==> config.mk <==
export PLATFORM = sky130hd
export DESIGN_NAME = wb_tube_dma
export DESIGN_NICKNAME = d
export VERILOG_FILES = /design/src/rtl/wb_tube_dma_pkg.sv /design/src/rtl/wb_tube_dma_regs.sv /design/src/rtl/wb_tube_dma.sv
export SDC_FILE = /design/constraint.sdc
export NUM_CORES = 1
export LEC_CHECK = 0
export CAP_MARGIN = 20
export CORE_MARGIN = 3
export CORE_UTILIZATION = 35
export CTS_CLUSTER_SIZE = 24
export DETAILED_ROUTE_END_ITERATION = 6
export GPL_ROUTABILITY_DRIVEN = 0
export HOLD_SLACK_MARGIN = 0.03
export PLACE_DENSITY = 0.69
export REMOVE_ABC_BUFFERS = 1
export SLEW_MARGIN = 20
export SYNTH_ARGS = -nofsm -noshare
export SYNTH_HDL_FRONTEND = slang
export SYNTH_HIERARCHICAL = 1
export SYNTH_SLANG_ARGS = --single-unit
export TNS_END_PERCENT = 100
==> constraint.sdc <==
create_clock -name clk -period 3.3 [get_ports clk]
set_input_delay 0.33 -clock clk [delete_from_list [all_inputs] [get_ports clk]]
set_output_delay 0.33 -clock clk [all_outputs]
set_load 0.02 [all_outputs]
==> src/rtl/wb_tube_dma_pkg.sv <==
// rtl/wb_tube_dma_pkg.sv - shared state enum, register map and helpers for the Tube DMA engine
package wb_tube_dma_pkg;

  typedef enum logic [2:0] {
    ST_IDLE,
    ST_WAIT,
    ST_CYC1,
    ST_CYC2,
    ST_FIN
  } state_t;

  localparam logic [1:0] REG_ADDR_LO = 2'd0;
  localparam logic [1:0] REG_ADDR_HI = 2'd1;
  localparam logic [1:0] REG_COUNT   = 2'd2;
  localparam logic [1:0] REG_CTRL    = 2'd3;

  localparam int CTRL_EN   = 0;
  localparam int CTRL_DIR  = 1;
  localparam int CTRL_IE   = 2;
  localparam int CTRL_DONE = 15;

  localparam logic [15:0] TUBE_R3_IO_DEFAULT = 16'h0086;

  function automatic logic [15:0] byte_merge(input logic [15:0] old_val,
                                             input logic [15:0] new_val,
                                             input logic [1:0]  sel);
    byte_merge = {sel[1] ? new_val[15:8] : old_val[15:8],
                  sel[0] ? new_val[7:0]  : old_val[7:0]};
  endfunction

endpackage

==> src/rtl/wb_tube_dma_regs.sv <==
// rtl/wb_tube_dma_regs.sv - Wishbone slave decode, register file and ack for the Tube DMA engine
// WB_TUBE_DMA_IRQ_EN: when defined, CTRL.IE is a real bit; otherwise it reads 0.
module wb_tube_dma_regs
  import wb_tube_dma_pkg::*;
(
  input  logic        clk,
  input  logic        rst,
  input  logic [15:0] s_dat_i,
  output logic [15:0] s_dat_o,
  input  logic [1:0]  s_adr_i,
  input  logic [1:0]  s_sel_i,
  input  logic        s_we_i,
  input  logic        s_cyc_i,
  input  logic        s_stb_i,
  output logic        s_ack_o,
  input  state_t      state,
  input  logic        step,
  output logic [19:0] addr,
  output logic [15:0] count,
  output logic        en,
  output logic        dir,
  output logic        ie,
  output logic        done,
  output logic        start,
  output logic        abort_now,
  output logic        abort_hold
);

  logic        req, wr, wr_ctrl, abort_wr, bus, abort_pend;
  logic [15:0] rd_data;

  // The ack gates req so a held strobe never produces back-to-back acks.
  assign req      = s_cyc_i & s_stb_i & ~s_ack_o;
  assign wr       = req & s_we_i;
  assign wr_ctrl  = wr & (s_adr_i == REG_CTRL) & s_sel_i[0];
  assign bus      = (state == ST_CYC1) || (state == ST_CYC2);
  assign start    = wr_ctrl & s_dat_i[CTRL_EN] & (state == ST_IDLE);
  assign abort_wr = wr_ctrl & ~s_dat_i[CTRL_EN] & en;
  assign abort_now  = abort_wr & (state == ST_WAIT);
  assign abort_hold = abort_pend | (abort_wr & bus);

  always_comb begin
    rd_data = '0;
    case (s_adr_i)
      REG_ADDR_LO: rd_data = addr[15:0];
      REG_ADDR_HI: rd_data = {12'h000, addr[19:16]};
      REG_COUNT:   rd_data = count;
      default:     rd_data = {done, 12'h000, ie, dir, en};
    endcase
  end

  always_ff @(posedge clk or posedge rst) begin
    if (rst) begin
      s_ack_o    <= 1'b0;
      s_dat_o    <= '0;
      addr       <= '0;
      count      <= '0;
      en         <= 1'b0;
      dir        <= 1'b0;
      done       <= 1'b0;
      abort_pend <= 1'b0;
    end else begin
      s_ack_o <= req;
      if (req) s_dat_o <= rd_data;

      if (wr && !en) begin
        if (s_adr_i == REG_ADDR_LO) addr[15:0] <= byte_merge(addr[15:0], s_dat_i, s_sel_i);
        if (s_adr_i == REG_ADDR_HI && s_sel_i[0]) addr[19:16] <= s_dat_i[3:0];
        if (s_adr_i == REG_COUNT) count <= byte_merge(count, s_dat_i, s_sel_i);
      end
      if (step) begin
        addr  <= addr + 20'd1;
        count <= count - 16'd1;
      end

      if (wr_ctrl && !en) dir <= s_dat_i[CTRL_DIR];
      if (start) en <= 1'b1;
      if (abort_now || (step && abort_hold)) en <= 1'b0;

      // An abort landing mid-byte waits for the CYC2 ack so the byte is not torn.
      if (step) abort_pend <= 1'b0;
      else if (abort_wr && bus) abort_pend <= 1'b1;

      if (state == ST_FIN) begin
        en   <= 1'b0;
        done <= 1'b1;
      end else if (wr && s_adr_i == REG_CTRL && s_sel_i[1] && s_dat_i[CTRL_DONE]) begin
        done <= 1'b0;
      end
    end
  end

`ifdef WB_TUBE_DMA_IRQ_EN
  always_ff @(posedge clk or posedge rst) begin
    if (rst) ie <= 1'b0;
    else if (wr_ctrl) ie <= s_dat_i[CTRL_IE];
  end
`else
  assign ie = 1'b0;
`endif

endmodule

==> src/rtl/wb_tube_dma.sv <==
// rtl/wb_tube_dma.sv - single-channel Tube R3 <-> memory DMA with Wishbone slave and master ports
// IE/irq exist only when WB_TUBE_DMA_IRQ_EN is defined (handled in wb_tube_dma_regs).
module wb_tube_dma
  import wb_tube_dma_pkg::*;
#(
  parameter logic [15:0] TUBE_R3_IO = TUBE_R3_IO_DEFAULT
) (
  input  logic        clk,
  input  logic        rst,
  input  logic [15:0] s_dat_i,
  output logic [15:0] s_dat_o,
  input  logic [1:0]  s_adr_i,
  input  logic [1:0]  s_sel_i,
  input  logic        s_we_i,
  input  logic        s_cyc_i,
  input  logic        s_stb_i,
  output logic        s_ack_o,
  input  logic [15:0] m_dat_i,
  output logic [15:0] m_dat_o,
  output logic [18:0] m_adr_o,
  output logic        m_tga_o,
  output logic [1:0]  m_sel_o,
  output logic        m_we_o,
  output logic        m_cyc_o,
  output logic        m_stb_o,
  input  logic        m_ack_i,
  input  logic        drq,
  output logic        dack_b,
  output logic        irq
);

  localparam logic [18:0] IO_ADR = {4'h0, TUBE_R3_IO[15:1]};

  state_t      state_q, state_d;
  logic [19:0] addr;
  logic [15:0] count;
  logic        en, dir, ie, done, start, abort_now, abort_hold;
  logic        cyc1_ack, step, io_side;
  logic        cyc_d, stb_d, we_d, tga_d, dack_d;
  logic [1:0]  sel_d;
  logic [18:0] adr_d;
  logic [7:0]  rd_byte;

  assign cyc1_ack = (state_q == ST_CYC1) & m_stb_o & m_ack_i;
  assign step     = (state_q == ST_CYC2) & m_stb_o & m_ack_i;
  assign rd_byte  = m_sel_o[1] ? m_dat_i[15:8] : m_dat_i[7:0];
  assign irq      = done & ie;

  wb_tube_dma_regs u_regs (
    .clk        (clk),
    .rst        (rst),
    .s_dat_i    (s_dat_i),
    .s_dat_o    (s_dat_o),
    .s_adr_i    (s_adr_i),
    .s_sel_i    (s_sel_i),
    .s_we_i     (s_we_i),
    .s_cyc_i    (s_cyc_i),
    .s_stb_i    (s_stb_i),
    .s_ack_o    (s_ack_o),
    .state      (state_q),
    .step       (step),
    .addr       (addr),
    .count      (count),
    .en         (en),
    .dir        (dir),
    .ie         (ie),
    .done       (done),
    .start      (start),
    .abort_now  (abort_now),
    .abort_hold (abort_hold)
  );

  always_ff @(posedge clk or posedge rst) begin
    if (rst) state_q <= ST_IDLE;
    else     state_q <= state_d;
  end

  always_comb begin
    state_d = state_q;
    case (state_q)
      ST_IDLE: if (start) state_d = (count != 16'd0) ? ST_WAIT : ST_FIN;
      ST_WAIT: begin
        if (abort_now || !en) state_d = ST_IDLE;
        else if (drq)         state_d = ST_CYC1;
      end
      ST_CYC1: if (cyc1_ack) state_d = ST_CYC2;
      ST_CYC2: begin
        if (step) begin
          if (abort_hold)              state_d = ST_IDLE;
          else if (count == 16'd1)     state_d = ST_FIN;
          else                         state_d = ST_WAIT;
        end
      end
      ST_FIN:  state_d = ST_IDLE;
      default: state_d = ST_IDLE;
    endcase
  end

  // Decoded from the next state so every master output can be a flop.
  always_comb begin
    cyc_d   = 1'b0;
    stb_d   = 1'b0;
    we_d    = 1'b0;
    tga_d   = 1'b0;
    sel_d   = 2'b00;
    adr_d   = '0;
    dack_d  = 1'b1;
    io_side = 1'b0;
    if (state_d == ST_CYC1 || state_d == ST_CYC2) begin
      io_side = (state_d == ST_CYC1) ? ~dir : dir;
      cyc_d   = 1'b1;
      dack_d  = 1'b0;
      // First cycle of CYC2 is the one-cycle strobe gap.
      stb_d   = (state_d == ST_CYC1) || (state_q == ST_CYC2);
      we_d    = (state_d == ST_CYC2);
      tga_d   = io_side;
      sel_d   = io_side ? 2'b01 : (addr[0] ? 2'b10 : 2'b01);
      adr_d   = io_side ? IO_ADR : addr[19:1];
    end
  end

  always_ff @(posedge clk or posedge rst) begin
    if (rst) begin
      m_cyc_o <= 1'b0;
      m_stb_o <= 1'b0;
      m_we_o  <= 1'b0;
      m_tga_o <= 1'b0;
      m_sel_o <= 2'b00;
      m_adr_o <= '0;
      m_dat_o <= '0;
      dack_b  <= 1'b1;
    end else begin
      m_cyc_o <= cyc_d;
      m_stb_o <= stb_d;
      m_we_o  <= we_d;
      m_tga_o <= tga_d;
      m_sel_o <= sel_d;
      m_adr_o <= adr_d;
      dack_b  <= dack_d;
      if (cyc1_ack) m_dat_o <= {rd_byte, rd_byte};
    end
  end

endmodule
==> metrics.txt, run 1 <==
DIE WIDTH 126 um; CP max FO 22; Slew Viols, Final 0; # IOs 103; cell row count 43; most frequent cells in the layout clkdlybuf4s50_1, dfrtp_1, nand2_1; period utilisation layout 0.801; CTS tree yes; initial antenna violation count 0; max-cap violations 0; Post-synth EDFFs 0; Die Area 15800 um^2; slowest cell on the critical path or4_4; R2R Setup Slk 660 ps; synthesized cell area 5030 um^2; async set-reset flop share out of synthesis 1.00; final hold slack 390 ps; DR vias/cell 5.85; slowest stage delay, CP 660 ps; final core occ 0.462; Rel. slew slack 0.413; proportion of layout cells with a drive suffix above 1 0.103; Die Y 126 um; Placeable Area 14000 um^2; first-pass GRT wire length 23300 um; Max Freq 378 MHz; clock latency on the worst-skew pair 350 ps; Seq cells post-synth 94; RSZ-0062 raised after global routing false; Register-to-Register Path Depth 9; Cell Chain, Critical Path nand3b_1 -> nor4_1 -> buf_4 -> and4b_1 -> nor4b_1 -> nand2_1 -> o211ai_1 -> or4_4 -> and4_1; Final min period 2640 ps; post-CTS sizing 0; CP arrival 2880 ps; Crit Path Category flop to flop; I/O Buffers 101; Yosys warning total 6; initial DRC count 380; Final Hold Fails 0; Mean Syn Cell Area 10.1 um^2; most common cell after layout, fill and taps aside clkdlybuf4s50_1; Main synth FF type dfrtp_1; Max clock buf depth 2; leakage power 2.68 nW; GRT overflow 0; Reg2Reg Launch Point u_regs/s_ack_o; Worst Skew 8.91 ps; TritonCTS Buffers 9; Initial Utilization 0.359; Worst R2R End m_adr_o[9]; # setup viols final 0; First-pass DRT Iterations 5; Worst Tran Pin Value 876 ps; register area share after synthesis 0.468; ANT nets after route 0; Post-CTS Setup Inserts 0; placed wire-length estimate 10500 um; final wirelength 14300 um; Avg WL per Cell 18.6 um; Hold-fix buffers, CTS 0; clk sink count 94; area grow syn2layout 28.6%; Worst Path Required 3530 ps; Critical Path Start Type flop; status finished, final reports clean; GRT Total Usage 0.181; largest net degree at the start of global routing 58; CTS root buffer clkbuf_16; vias in the first global route 4455; Max IR drop VDD 0.266 mV; Power Density 505 nW/um^2; vias 4509; DRC 0; Cell variety after synth 67; Mapped Cells 500; nets 631; Setup crit end kind flop; H-tree Lvls 3; CTS clk-pin slew, worst paths 70 ps; ANT cells 0; hold crit path type input port to async pin
-- per-stage QoR --
step | setup WS (ps) | power [mW] | instance area, um^2 | instances | setup TNS, ps
floorplan | -410 | 1.86 | 4820 | 463 | -11410
global placement | 380 | 2.18 | 6160 | 755 | 0
detailed placement | 330 | 2.20 | 6160 | 755 | 0
CTS | 669 | 3.27 | 6470 | 771 | 0
global route | 479 | 3.40 | 6470 | 771 | 0
finish | 657 | 3.27 | 6470 | 771 | 0
-- cell type report --
type                            instances  area (um^2)
Sequential cell                        94         2350
Tap cell                              180          225
Multi-Input combinational cell        355         2420
Inverter                               14         52.6
Clock inverter                          7         82.6
Clock buffer                            9          225
Fill cell                            1323         7520
Timing Repair Buffer                  112         1110
-- Yosys cell counts, drive strengths merged (4+ instances only) --
cell    count  share of area
o211ai      6         0.0090
or4         4         0.0075
nand3      29          0.029
and4       24          0.042
buf        25          0.032
a211oi      9          0.013
nor2b       5         0.0062
mux2        5          0.011
mux2i      30          0.060
inv        13         0.0097
nand4      11          0.014
clkbuf     12         0.0092
o21ai       7         0.0070
and3       13          0.016
o21a        6         0.0090
nor3       15          0.016
o31ai      15          0.022
nand2      46          0.035
dfrtp      93           0.46
a21oi      27          0.027
o221a       7          0.016
nor2       28          0.021
nor4        9          0.019
a31oi      11          0.014
-- worst max-delay path: cells and delay by family (launching register included) --
kind / cells / cell delay [ps]
AO/OA/AOI/OAI: 1 / 120
buffers and inverters: 1 / 180
flip-flops: 1 / 400
AND/OR/NAND/NOR: 7 / 1830
-- cells by family (layout without fill, tap and decap cells) --
kind of cell,after synthesis,in the layout,share of synthesized area
AOI/OAI and AO/OA,109,109,0.155
xor gates and xnor gates,3,3,0.00523
adders and majority gates,2,2,0.00498
buffers and inverters,51,142,0.0515
DFF,94,94,0.468
muxes,37,37,0.0799
other,1,1,0.000746
and+or+nand+nor,203,203,0.235
-- power breakdown --
part,switching (mW),leakage (nW),total [mW],internal [mW]
sequential,0.244,1.24,1.54,1.30
clock,0.477,0.150,1.07,0.597
combinational,0.329,1.29,0.647,0.319
total,1.05,2.68,3.27,2.22
-- routing by layer --
layer  share of wire  track usage  up-vias
li1                -            -     2066
met1            0.44        0.246     2192
met2            0.45        0.282      223
met3           0.081       0.0433       28
met4           0.023       0.0694        0
met5               0            0        -
-- state kept, by name, summed over array words and instances (netlist names) --
signal / flops
m_cyc_o: 1
state_q: 3
u_regs/en: 1
u_regs/addr: 20
m_we_o: 1
dack_b: 1
u_regs/done: 1
u_regs/count: 16
u_regs/s_dat_o: 16
u_regs/s_ack_o: 1
m_stb_o: 1
u_regs/abort_pend: 1
m_adr_o: 19
m_dat_o: 8
m_tga_o: 1
m_sel_o: 2
u_regs/dir: 1
-- worst max-delay path by stage --
stage              startpoint              end  slack, ps  depth (start not counted)
2_1_floorplan  u_regs/s_ack_o      m_adr_o[10]       -410                          8
3_3_place_gp          s_stb_i       m_adr_o[8]        380                         10
3_5_place_dp          s_cyc_i       m_adr_o[9]        330                         10
4_1_cts        u_regs/s_ack_o       m_adr_o[9]        670                          9
5_1_grt            state_q[0]  u_regs/addr[18]        480                          7
6_report       u_regs/s_ack_o       m_adr_o[9]        660                          9
No activity file was read; power rests on OpenSTA's default activity.
==> run 2: changes to the inputs <==
Clock period 3.3 ns to 2.8 ns, I/O delays scaled along.
==> metrics.txt, run 2 (synthesized netlist as in run 1, its figures left out) <==
status finished, final reports clean; Crit Path Category flop to flop; Reg2Reg Launch Point u_regs/s_ack_o; hold crit path type input port to async pin; Max Freq 386 MHz (+2.1%); critical path buffer and inverter count 1 (unchanged); DIE WIDTH 126 um (unchanged); # IOs 103 (unchanged); initial antenna violation count 0 (unchanged); final wirelength 14800 um (+2.9%); CTS clk-pin slew, worst paths 60 ps (about the same); cell row count 43 (unchanged); max reg flops 20 (unchanged); period utilisation layout 0.925 (+0.124); RSZ-0062 raised after global routing false; most common cell after layout, fill and taps aside clkdlybuf4s50_1; largest net degree at the start of global routing 34 (-41%); vias in the first global route 4391 (-1.4%); Setup crit end kind flop; slowest stage delay, CP 660 ps (about the same); Rel. slew slack 0.569 (+0.157); Die Area 15800 um^2 (unchanged); First-pass DRT Iterations 5 (unchanged); Cell Chain, Critical Path nand3b_1 -> nor4_2 -> buf_4 -> and4b_1 -> nor4b_1 -> nand2_1 -> o211ai_1 -> or4_4 -> and4_1; clock latency on the worst-skew pair 350 ps (about the same); Critical Path Start Type flop; nets 645 (+2.2%); Worst R2R End m_adr_o[8]; ANT cells 0 (unchanged); Worst path top cell family by delay simple AND/OR/NAND/NOR gates; post-route setup slack 211 ps (-446 ps); Register-to-Register Path Depth 9 (unchanged); Power Density 595 nW/um^2 (+18%); DP Cell Count 769 (+1.9%); TritonCTS Buffers 9 (unchanged); Placeable Area 14000 um^2 (unchanged); Post-CTS Setup Inserts 0 (unchanged); GRT overflow 0 (unchanged); leakage power 2.75 nW (+2.9%); Top reg by flops u_regs/addr; R2R Setup Slk 210 ps (-450 ps); max-cap violations 0 (unchanged); DRC 0 (unchanged); first-pass GRT wire length 24100 um (+3.6%); CTS root buffer clkbuf_16; Worst Tran Pin Value 645 ps (-231 ps); Max IR drop VDD 0.249 mV (-6.5%); I/O Buffers 101 (unchanged); area grow syn2layout 31.2%; initial DRC count 332 (-13%); # setup viols final 0 (unchanged); worst slack at placement -118 ps (-449 ps); Max clock buf depth 2 (unchanged); Slew Viols, Final 0 (unchanged); switching part of the total 0.305 (-0.0167); Reg power frac 0.463 (-0.010); part of the power in the clock network 0.337 (+0.008); Worst Path Required 3030 ps (-500 ps); H-tree Lvls 3 (unchanged); Final min period 2590 ps (-53.6 ps); CP arrival 2820 ps (-60 ps); Avg WL per Cell 18.8 um (+1.1%); Final Hold Fails 0 (unchanged); internal power 2.73 mW (+23%); most frequent cells in the layout clkdlybuf4s50_1, dfrtp_1, nand2_1; Hold-fix buffers, CTS 0 (unchanged); placed wire-length estimate 10800 um (+3.0%); CP max FO 22 (unchanged); vias 4555 (+1.0%); Regs by FF count u_regs/addr x20, m_adr_o x19; ANT nets after route 0 (unchanged); Switching Power 1.20 mW (+14%); slowest cell on the critical path or4_4; CTS tree yes; Initial Utilization 0.359 (unchanged); Combinational Power Share 0.200 (+0.002); Die Y 126 um (unchanged); clk sink count 94 (unchanged); Worst Skew 6.12 ps (-2.79 ps); Non-Filler Instances 785 (+1.8%); proportion of layout cells with a drive suffix above 1 0.124 (+0.0208); GRT Total Usage 0.191 (+0.00969); final core occ 0.472 (+0.00921); DR vias/cell 5.80 (-0.78%)
==> run 2: routing by layer <==
metal	global-route usage	wire [um]	up-vias
li1	-	-	2089
met1	0.265	6490	2209
met2	0.285	6670	231
met3	0.0441	1170	26
met4	0.0826	435	0
met5	0	0	-
==> run 2: repair_timing <==
action | CTS | global route
resized for setup | 0 | 2
endpoints found under the setup margin | 0 | 21
endpoints found under the hold margin | 0 | 0
==> run 2: layout make-up <==
cell class / count / area (um^2)
fillers: 1316 / 7390
multi-input cells: 355 / 2440
flip-flops and latches: 94 / 2350
repair buffers: 126 / 1210
clock buffers: 12 / 246
well taps: 180 / 225
clock inverters: 4 / 72.6
inverters: 14 / 52.6
==> run 2: per-stage QoR <==
stage	instance area (um^2)	setup TNS [ps]	power, mW	hold slack, ps
after global placement	6270	-1700	2.59	464
after detailed placement	6270	-1810	2.61	469
after floorplan	4820	-32340	2.19	378
after global routing	6600	0	4.13	312
final	6600	0	3.92	258
after CTS	6590	0	3.95	276
==> run 2: worst max path at each step <==
stage / slack [ps] / startpoint / cells after the start / to
after floorplan: -910 / u_regs/s_ack_o / 8 / m_adr_o[10]
after CTS: 170 / u_regs/s_ack_o / 11 / m_adr_o[8]
after global routing: 80 / u_regs/s_ack_o / 9 / m_adr_o[8]
final: 210 / u_regs/s_ack_o / 9 / m_adr_o[8]
after global placement: -100 / s_stb_i / 10 / m_adr_o[11]
after detailed placement: -120 / s_cyc_i / 10 / m_adr_o[8]
==> run 2: worst register-to-register path: cells and delay by family, from the launching register on <==
family,cells,cell delay [ps]
AO/OA/AOI/OAI,1,110
flip-flops,1,390
AND/OR/NAND/NOR,7,1810
buffers and inverters,1,180
==> run 2: power groups by stage <==
stage / clock network, mW / registers (mW) / logic, mW
5_1_grt: 1.42 / 1.86 / 0.853
6_report: 1.32 / 1.82 / 0.783
4_1_cts: 1.36 / 1.81 / 0.783
3_3_place_gp: 0 / 1.83 / 0.761
3_5_place_dp: 0 / 1.83 / 0.777
2_1_floorplan: 0 / 1.81 / 0.382
==> run 3: changes to the inputs <==
Settings changed: PLACE_DENSITY 0.69 to not set, PLACE_DENSITY_LB_ADDON set to 0.12.
==> metrics.txt, run 3 (synthesized netlist as in run 1, its figures left out) <==
post-route setup slack 192 ps (-19.3 ps); vias 4522 (-0.72%); CTS clk-pin slew, worst paths 70 ps (about the same); ANT cells 0 (unchanged); Die Area 15800 um^2 (unchanged); Power Density 587 nW/um^2 (-1.3%); clk sink count 94 (unchanged); Avg WL per Cell 19.3 um (+2.7%); Placeable Area 14000 um^2 (unchanged); Critical Path Start Type flop; largest net degree at the start of global routing 38 (+12%); Setup crit end kind flop; RSZ-0062 raised after global routing false; Combinational Power Share 0.198 (-0.002); period utilisation layout 0.932 (+0.00688); ANT nets after route 0 (unchanged); hold crit path type input port to async pin; Crit Path Category flop to flop; CP max FO 11 (-50%); Rel. slew slack 0.631 (+0.0620); part of the power in the clock network 0.342 (+0.005); first-pass GRT wire length 23800 um (-1.3%); leakage power 2.82 nW (+2.4%); CTS tree yes; Switching Power 1.22 mW (+2.1%); Final min period 2610 ps (+19.3 ps); internal power 2.74 mW (+0.39%); GRT Total Usage 0.188 (-0.00259); Slew Viols, Final 0 (unchanged); most common cell after layout, fill and taps aside clkdlybuf4s50_1; final wirelength 15400 um (+4.4%); CTS root buffer clkbuf_16; placed wire-length estimate 11100 um (+2.1%); Worst Tran Pin Value 548 ps (-96.6 ps); First-pass DRT Iterations 5 (unchanged); max-cap violations 0 (unchanged); TritonCTS Buffers 9 (unchanged); Regs by FF count u_regs/addr x20, m_adr_o x19; I/O Buffers 101 (unchanged); proportion of layout cells with a drive suffix above 1 0.146 (+0.0217); Reg power frac 0.460 (-0.003); switching part of the total 0.308 (+0.00361); nets 658 (+2.0%); Max clock buf depth 2 (unchanged); status finished, final reports clean; Hold-fix buffers, CTS 0 (unchanged); most frequent cells in the layout clkdlybuf4s50_1, dfrtp_1, nand2_1; GRT overflow 0 (unchanged); Max IR drop VDD 0.320 mV (+29%); DRC 0 (unchanged); Worst Skew 9.22 ps (+3.10 ps); area grow syn2layout 34.2%; # setup viols final 0 (unchanged); DIE WIDTH 126 um (unchanged); # IOs 103 (unchanged); initial antenna violation count 0 (unchanged); DR vias/cell 5.67 (-2.3%); Initial Utilization 0.359 (unchanged); Die Y 126 um (unchanged); H-tree Lvls 3 (unchanged); Max Freq 383 MHz (-0.74%); worst slack at placement -424 ps (-306 ps); final core occ 0.482 (+0.0107); Worst Path Required 3050 ps (+20 ps); CP arrival 2850 ps (+30 ps); clock latency on the worst-skew pair 360 ps (about the same); max reg flops 20 (unchanged); Top reg by flops u_regs/addr; initial DRC count 285 (-14%); cell row count 43 (unchanged); Final Hold Fails 0 (unchanged); vias in the first global route 4373 (-0.41%)
-- run 3: cell count changes in the layout (fill, tap and decap cells not counted), sizes merged --
| cell | before | now |
|---|---|---|
| buf | 25 | 35 |
| or4 | 4 | 6 |
| clkbuf | 12 | 11 |
| inv | 13 | 14 |
| o31ai | 15 | 16 |
-- run 3: critical path, cell delays in order (launching register included) --
cell and delay [ps]:
dfrtp_1 390, nand3b_1 200, nor4_2 260, buf_4 160
and4b_1 220, nor4b_1 80, nand2_1 100, o211ai_1 120
buf_4 170, or4_4 560, and4_1 230
-- run 3: layer usage --
metal / share of wire / global-route usage / vias to the layer above
met4: 0.028 / 0.0877 / 0
met1: 0.45 / 0.259 / 2184
met5: 0 / 0 / -
li1: - / - / 2128
met2: 0.46 / 0.288 / 185
met3: 0.062 / 0.0339 / 25
-- run 3: through the flow --
stage	total power, mW	cell area [um^2]	setup TNS (ps)	instances	hold slack [ps]
6_report	3.96	6750	0	798	309
5_1_grt	4.14	6750	0	798	363
4_1_cts	3.97	6680	0	793	318
3_5_place_dp	2.61	6340	-8810	777	470
3_3_place_gp	2.60	6340	-9080	777	461
2_1_floorplan	2.19	4820	-32340	463	378
-- run 3: repair_timing --
action                                  4_1_cts  5_1_grt
endpoints found under the setup margin       22       22
pin swaps                                     0        3
gates cloned                                  0        3
setup buffers                                 0        2
gates resized for setup                       1        5
-- run 3: worst paths after layout --
kind | startpoint | cells past startpoint | slack, ps | to
worst min register to register | u_regs/s_dat_o[9] | 2 | 480 | u_regs/s_dat_o[9]
max in group asynchronous | rst | 3 | 1910 | u_regs/count[13]
worst max-delay path | u_regs/s_ack_o | 10 | 190 | m_adr_o[3]
worst min-delay path | rst | 2 | 310 | u_regs/abort_pend
worst max register to register | u_regs/s_ack_o | 10 | 190 | m_adr_o[3]
min in group clk | u_regs/s_dat_o[9] | 2 | 480 | u_regs/s_dat_o[9]
-- run 3: final cells by class --
cell class	count	area [um^2]
multi-input cells	358	2490
well taps	180	225
clock inverters	5	81.3
inverters	14	52.6
repair buffers	136	1300
clock buffers	11	243
flip-flops and latches	94	2350
fillers	1313	7240
-- run 3: power by group through the flow --
stage	logic [mW]	clock network [mW]	registers [mW]
after floorplan	0.382	0	1.81
after global placement	0.765	0	1.83
after detailed placement	0.774	0	1.83
after CTS	0.777	1.38	1.81
after global routing	0.856	1.43	1.86
final	0.786	1.35	1.82
